$ cat src/rtl/program_loader.sv
// Program loader: receives a byte stream (2-byte word count, then 4-byte
// little-endian words), writes each word to program memory, and holds the
// CPU in reset until the image is complete.
// Optional feature macro LOADER_CHECKSUM_EN: after the last word a single
// XOR checksum byte is accepted and verified before DONE is entered.
`timescale 1ns/1ps

module program_loader #(
   parameter int                    MEMORY_DEPTH = 'h200,
   parameter int                    DATA_WIDTH   = 32,
   parameter logic [DATA_WIDTH-1:0] BASE_ADDRESS = 32'h0040_0000
) (
   input  logic                  clk,
   input  logic                  reset,
   input  logic                  Start,
   input  logic [7:0]            ByteIn,
   input  logic                  ByteValid,
   output logic                  ByteReady,
   output logic                  WriteEnable,
   output logic [DATA_WIDTH-1:0] WriteAddress,
   output logic [DATA_WIDTH-1:0] WriteData,
   output logic                  CpuHold,
   output logic                  Done,
   output logic                  Error
);

   typedef enum logic [2:0] {
      IDLE,
      LEN0,
      LEN1,
      DATA,
      WRITE,
      DONE,
      ERROR
`ifdef LOADER_CHECKSUM_EN
      , CHECK
`endif
   } state_t;

   state_t      state;
   state_t      next_state;
   logic [15:0] word_count;
   logic [15:0] word_index;
   logic [1:0]  byte_index;
   logic [15:0] length_full;
   logic        length_bad;
   logic        last_word;
`ifdef LOADER_CHECKSUM_EN
   logic [7:0]  checksum;
`endif

   // The high length byte arrives in LEN1 while the low byte is already stored,
   // so the full count is judged combinationally on the accepting edge.
   assign length_full = {ByteIn, word_count[7:0]};
   assign length_bad  = (length_full == 16'd0) || (32'(length_full) > MEMORY_DEPTH);
   assign last_word   = ((word_index + 16'd1) == word_count);

   // State register; reset always returns the loader to IDLE.
   always_ff @(posedge clk) begin
      if (reset)
         state <= IDLE;
      else
         state <= next_state;
   end

   // Next-state decode and state-derived outputs; reset forces safe output values.
   always_comb begin
      next_state  = state;
      ByteReady   = 1'b0;
      WriteEnable = 1'b0;
      CpuHold     = 1'b1;
      Done        = 1'b0;
      Error       = 1'b0;
      case (state)
         IDLE: begin
            if (Start)
               next_state = LEN0;
         end
         LEN0: begin
            ByteReady = 1'b1;
            if (ByteValid)
               next_state = LEN1;
         end
         LEN1: begin
            ByteReady = 1'b1;
            if (ByteValid)
               next_state = length_bad ? ERROR : DATA;
         end
         DATA: begin
            ByteReady = 1'b1;
            if (ByteValid && (byte_index == 2'd3))
               next_state = WRITE;
         end
         WRITE: begin
            WriteEnable = 1'b1;
            if (last_word)
`ifdef LOADER_CHECKSUM_EN
               next_state = CHECK;
`else
               next_state = DONE;
`endif
            else
               next_state = DATA;
         end
`ifdef LOADER_CHECKSUM_EN
         CHECK: begin
            ByteReady = 1'b1;
            if (ByteValid)
               next_state = (ByteIn == checksum) ? DONE : ERROR;
         end
`endif
         DONE: begin
            CpuHold = 1'b0;
            Done    = 1'b1;
            if (Start)
               next_state = LEN0;
         end
         ERROR: begin
            Error = 1'b1;
            if (Start)
               next_state = LEN0;
         end
         default: begin
            next_state = IDLE;
         end
      endcase
      if (reset) begin
         ByteReady   = 1'b0;
         WriteEnable = 1'b0;
         CpuHold     = 1'b1;
         Done        = 1'b0;
         Error       = 1'b0;
      end
   end

   // Datapath: length capture, word assembly, address generation and counters.
   always_ff @(posedge clk) begin
      if (reset) begin
         word_count   <= 16'd0;
         word_index   <= 16'd0;
         byte_index   <= 2'd0;
         WriteAddress <= '0;
         WriteData    <= '0;
`ifdef LOADER_CHECKSUM_EN
         checksum     <= 8'd0;
`endif
      end else begin
         case (state)
            IDLE, DONE, ERROR: begin
               if (Start) begin
                  word_count <= 16'd0;
                  word_index <= 16'd0;
                  byte_index <= 2'd0;
`ifdef LOADER_CHECKSUM_EN
                  checksum   <= 8'd0;
`endif
               end
            end
            LEN0: begin
               if (ByteValid)
                  word_count[7:0] <= ByteIn;
            end
            LEN1: begin
               if (ByteValid)
                  word_count[15:8] <= ByteIn;
            end
            DATA: begin
               if (ByteValid) begin
                  WriteData[8*byte_index +: 8] <= ByteIn;
                  byte_index <= byte_index + 2'd1;
`ifdef LOADER_CHECKSUM_EN
                  checksum   <= checksum ^ ByteIn;
`endif
                  if (byte_index == 2'd3)
                     WriteAddress <= BASE_ADDRESS + DATA_WIDTH'({word_index, 2'b00});
               end
            end
            WRITE: begin
               word_index <= word_index + 16'd1;
            end
            default: begin
            end
         endcase
      end
   end

endmodule

$ cat config.mk
export PLATFORM = sky130hd
export DESIGN_NAME = program_loader
export DESIGN_NICKNAME = d
export VERILOG_FILES = /design/src/rtl/program_loader.sv
export SDC_FILE = /design/constraint.sdc
export NUM_CORES = 1
export LEC_CHECK = 0
export BUFFER_PORTS_ARGS = -buffer_cell sky130_fd_sc_hd__buf_2
export CAP_MARGIN = 40
export CORE_MARGIN = 2
export CORE_UTILIZATION = 45
export CTS_CLUSTER_SIZE = 14
export DETAILED_ROUTE_END_ITERATION = 10
export GPL_TIMING_DRIVEN = 0
export PLACE_DENSITY = 0.67
export RECOVER_POWER = 50
export SKIP_LAST_GASP = 1
export SLEW_MARGIN = 20
export SYNTH_ARGS = -nofsm -noshare
export SYNTH_HDL_FRONTEND = slang
export SYNTH_SLANG_ARGS = --single-unit
export TNS_END_PERCENT = 5
$ cat constraint.sdc
create_clock -name clk -period 2.21 [get_ports clk]
set_input_delay 0.3315 -clock clk [delete_from_list [all_inputs] [get_ports clk]]
set_output_delay 0.3315 -clock clk [all_outputs]
set_load 0.01 [all_outputs]
# Word-level counts from Yosys, hierarchy flattened

Cells that the tools add are included.

Output and inout port bits: 69
Logic and storage cells: 70
Register bits after elaboration: 101
Input port bits: 12

Multiplexer cells: 26
Shift-type cells: 2
Magnitude comparators: 1
Reduce and logical (&&, ||, !) cells: 17
Add/sub/neg operators: 4
Equality and inequality tests: 13

Operators with widths:

| operator                                                                          | count |
|---|---|
| 5-bit negation with 34-bit output                                                 | 1 |
| 8-bit by 34-bit variable shift with 32-bit output, first input constant           | 1 |
| 8-bit by 34-bit variable part select with 32-bit output                           | 1 |
| 32-bit bitwise mux                                                                | 1 |
| 16-bit one-hot mux with 2 select lines                                            | 1 |
| 8-bit one-hot mux with 2 select lines                                             | 2 |
| 23-bit by 18-bit adder with 24-bit output, first input constant                   | 1 |
| 3-bit 2-to-1 mux                                                                  | 6 |
| 16-bit by 1-bit adder with 16-bit output, second input constant                   | 1 |
| 16-bit == test                                                                    | 1 |
| 16-bit by 10-bit greater-than comparator with 1-bit output, second input constant | 1 |
| 16-bit logical NOT                                                                | 1 |
| 16-bit 2-to-1 mux                                                                 | 1 |
| 3-bit one-hot mux with 5 select lines                                             | 1 |
| 3-bit AND reduction                                                               | 4 |
| 1-bit 2-to-1 mux                                                                  | 10 |
| 3-bit == test, second input constant                                              | 3 |
| 8-bit 2-to-1 mux                                                                  | 1 |
| 2-bit inequality test, second input constant                                      | 4 |
| 2-bit nonzero test                                                                | 4 |
| 3-bit by 2-bit == test with 1-bit output, second input constant                   | 2 |
| 3-bit OR reduction                                                                | 2 |
| 2-bit 2-to-1 mux                                                                  | 2 |
| 2-bit one-hot mux with 2 select lines                                             | 1 |
| 9 further kinds                                                                   | 10 |

# Longest topological paths before layout

Word-level depth: 5
Depth in mapped cells: 8
Gate-level depth less buffers: 8

# Worst setup path before layout

Ideal clock, no wire load.

Kind: reg2reg
Start: register word_index[0]
End: register state[1]
Arrival: 1.830 ns
Slack: 0.265 ns
Required time: 2.095 ns
Buffers on the path: 0
Cell stages (with the launch flop): 8
Library setup time: 0.115 ns
Path through: dfxtp_1 ha_1 nand3_4 or3_1 a31o_1 o21ai_2 nand3_1 o21a_1

Cells in the longest elaborated chain, start to end: 4

RTL lines:

| item                                     | RTL line | text |
|---|---|---|
| start: declaration                       | 43       | `logic [15:0] word_index;` |
| start signal: assignment                 | 179      | `word_index <= word_index + 16'd1;` |
| 16-bit by 1-bit adder with 16-bit output | 56       | `assign last_word = ((word_index + 16'd1) == word_count);` |
| 16-bit == test                           | 56       |  |
| 3-bit 2-to-1 mux                         | 96       | `if (last_word)` |
| 3-bit one-hot mux with 5 select lines    | 74       | `case (state)` |
| end signal: assignment                   | 63       | `state <= next_state;` |
| end: declaration                         | 40       | `state_t state;` |

Every way passes these cells.
A chain may end at the register's enable or synchronous reset.

# Worst setup path after layout

Ends and elaborated chain as after synthesis.

==> results by group <==
Critical path
  • Worst EP arrival: 2.37 ns
  • WS Path Type: flip-flop to flip-flop
  • WP data required: 2.46 ns
  • Slowest stage delay, CP: 0.44 ns
  • Setup crit start kind: flip-flop
  • Critical path cell sequence: ha_2, nand3_4, nor4_4, a21oi_1, a31oi_1, nand4_1, o21a_1
  • Slowest cell on the critical path: dfxtp_2
  • Crit path max fanout: 10
  • Crit. End Element: flip-flop

Global route
  • Vias in the first global route: 3,781
  • GRT Overall Usage: 23.0%
  • First-pass GRT wire length: 19,000 um
  • Gr ovfl total: 0
  • Antenna violations before repair: 0
  • Largest net degree at the start of global routing: 17

STA
  • Slew margin rel.: 49.3%
  • Clock period minus worst slack: 2.11 ns
  • Setup TNS: 0 ns
  • Max-slew violations: 0
  • Fin. Hold Viols: 0
  • RSZ-0062 raised after global routing: true
  • Min setup slack post-route: 0.0966 ns
  • Worst Hold Slack: 0.317 ns
  • Worst clock skew: 0.0150 ns
  • Max Fclk: 473 MHz
  • Period Utilization, post-route: 95.6%
  • Final setup viols: 0
  • Actual slew at the worst max-slew pin: 0.755 ns

Die
  • Core area: 9640 um2
  • Initial Utilization: 45.7%
  • Chip Width: 103 um
  • FP Rows: 36
  • Total die area: 10,600 um2
  • Die Ht: 103 um
  • I/O Pins: 81

Route
  • Final wirelength: 11,900 um
  • Via count: 4,331
  • Drt pass-1 iters: 5
  • DRC: 0
  • Post-DRT Antenna Nets: 0
  • Drt wl/cell: 15.0 um
  • DR vias/cell: 5.45
  • DR iter-0 viols: 439

Pwr
  • Clk network pwr share: 31.7%
  • Logic pwr share: 26.3%
  • Power share of the sequential group: 42.0%
  • Leakage power total: 1.81 nW
  • Pint: 2.62 mW
  • Sw Pwr: 1.39 mW
  • Switching share of total power: 34.7%
  • Power per cell area: 779 nW/um2
  • Worst vdd ir: 0.000473 V

Synthesis
  • Post-synth cell types: 63
  • Mapped Avg Cell Area: 7.78 um2
  • Most instantiated cells after synthesis: dfxtp_1, nand2_1, a21oi_1, nand3_1, nor2_1
  • Most common cell in the netlist: dfxtp_1
  • Yosys reg bits: 86
  • Warnings, synthesis: 0
  • Synth top area share: 39.1%
  • Ranking of synthesized cells by area: dfxtp_1, a21oi_1, nand2_1
  • Post-synth top area cell: dfxtp_1
  • Cell count after synthesis: 566
  • Cell area after synthesis: 4400 um2
  • Most used DFF post-synth: dfxtp_1
  • Sequential element share of the synthesized area: 39.1%
  • Post-synth EDFFs: 0
  • Async S/R FF share, synth: 0%

Job
  • Max-Cap Viols: 0

Cells and area
  • Ratio of cells with drive above 1 in the final layout: 13.5%
  • NumNets Final: 674
  • Diodes inserted: 0
  • Final cell count without fillers: 794
  • Area growth from synthesis to final layout: 16.9%
  • Final instance area: 5150 um2

Placed design
  • IO buf count: 63
  • Hpwl dp: 8460 um
  • Placed Area: 4940 um2
  • GP Congestion: 1.01
  • Placed Cells incl. Taps: 776
  • Dpl ws: -0.138 ns

Clock network
  • Clock-pin slew on the worst setup and hold paths: 0.09 ns
  • CTS tree: built
  • CTS Root Cell: clkbuf_8
  • CTS Sinks: 86
  • TritonCTS Buffers: 9
  • Worst-skew pair later-pin latency: 0.37 ns
  • # H-tree levels: 3
  • CTS Buffer Depth: 2

Status
  • Status: finished clean

Hold path
  • HP Class: input port to flip-flop
through the flow:
| stage | total power [mW] | util [%] |
|---|---|---|
| finish | 4.01 | 53.4 |
| global route | 4.22 | 53.4 |
| CTS | 3.99 | 53.7 |
| detailed placement | 2.73 | 51.2 |
| global placement | 2.71 | 51.2 |
| floorplan | 2.46 | - |
sequential cells by signal, indices dropped and copies added, names as in the netlist:
| register | count |
|---|---|
| word_index | 16 |
| WriteAddress | 17 |
| state | 3 |
| byte_index | 2 |
| word_count | 16 |
| WriteData | 32 |
logic make-up (layout without fill, tap and decap cells):
family / after synthesis / after routing / synth area share, %
compound gates: 148 / 148 / 20.1
fa+ha+maj: 6 / 6 / 1.70
buf+inv: 66 / 147 / 7.41
flops: 86 / 86 / 39.1
simple gates: 235 / 235 / 26.8
xor+xnor: 22 / 22 / 4.38
other cells: 1 / 15 / 0.0851
mux: 2 / 2 / 0.483
power by group through the flow:
stage / Sequential [mW] / Clock [mW] / Combinational, mW
2_1_floorplan: 1.70 / 0 / 0.762
3_5_place_dp: 1.71 / 0 / 1.01
3_3_place_gp: 1.71 / 0 / 0.996
6_report: 1.68 / 1.27 / 1.05
5_1_grt: 1.69 / 1.35 / 1.17
4_1_cts: 1.68 / 1.29 / 1.03
per-layer routing:
metal / GRT usage, % / share of wire (%) / vias up
met5: 0 / 0 / -
met4: 9.01 / 2.6 / 0
met3: 4.34 / 7.9 / 29
met2: 35.2 / 44 / 193
met1: 32.0 / 45 / 1961
li1: - / - / 2148
worst paths after layout:
kind / from / to / slack, ns / cells past startpoint
setup / recovery: word_index[0] / state[1] / 0.1 / 7
hold / removal: ByteIn[2] / WriteData[10] / 0.32 / 3
setup reg to reg: word_index[0] / state[1] / 0.1 / 7
hold reg to reg: WriteAddress[6] / WriteAddress[6] / 0.46 / 2
layout by cell type, fill, tap and decap left out, types with 3 or more instances in the layout:
cell type	netlist	layout
buf_2	15	27
clkbuf_1	23	74
nor3_1	8	8
or3_1	5	5
nor2_1	36	36
nand2b_1	5	5
o21ai_0	26	26
nor3b_1	4	4
nand3b_1	4	4
inv_1	9	9
nand3_1	55	54
ha_1	6	4
nor2b_1	3	3
buf_4	16	19
a21oi_1	78	78
nand4_1	7	7
dfxtp_2	0	4
dfxtp_1	86	82
inv_6	0	3
nor4_1	3	3
nand2_1	82	82
clkbuf_8	0	9
and3_1	5	5
o221ai_1	15	15
xnor2_1	9	9
conb_1	1	15
a211oi_1	3	3
xor2_1	13	13
o21a_1	3	3
critical path: cells and delay by family (launching register included):
kind            cells  cell delay (ns)
fa+ha+maj           1             0.29
flops               1             0.44
simple gates        3             0.74
compound gates      3             0.53
final cells by class:
| class | instances | area (um2) |
|---|---|---|
| flip-flops and latches | 86 | 1730 |
| fillers | 1009 | 4490 |
| multi-input cells | 428 | 2430 |
| repair buffers | 65 | 268 |
| plain buffers | 56 | 293 |
| clock buffers | 9 | 124 |
| well taps | 133 | 166 |
| inverters | 10 | 42.5 |
| clock inverters | 7 | 101 |
timing repair:
action                     in CTS  in global routing
resized for setup               6                 10
hold buffers                    0                  0
setup buffers                   0                  2
setup endpoints to repair       4                 12
pin swaps                       0                  1
Note: power is estimated with default switching activity, not from simulation.
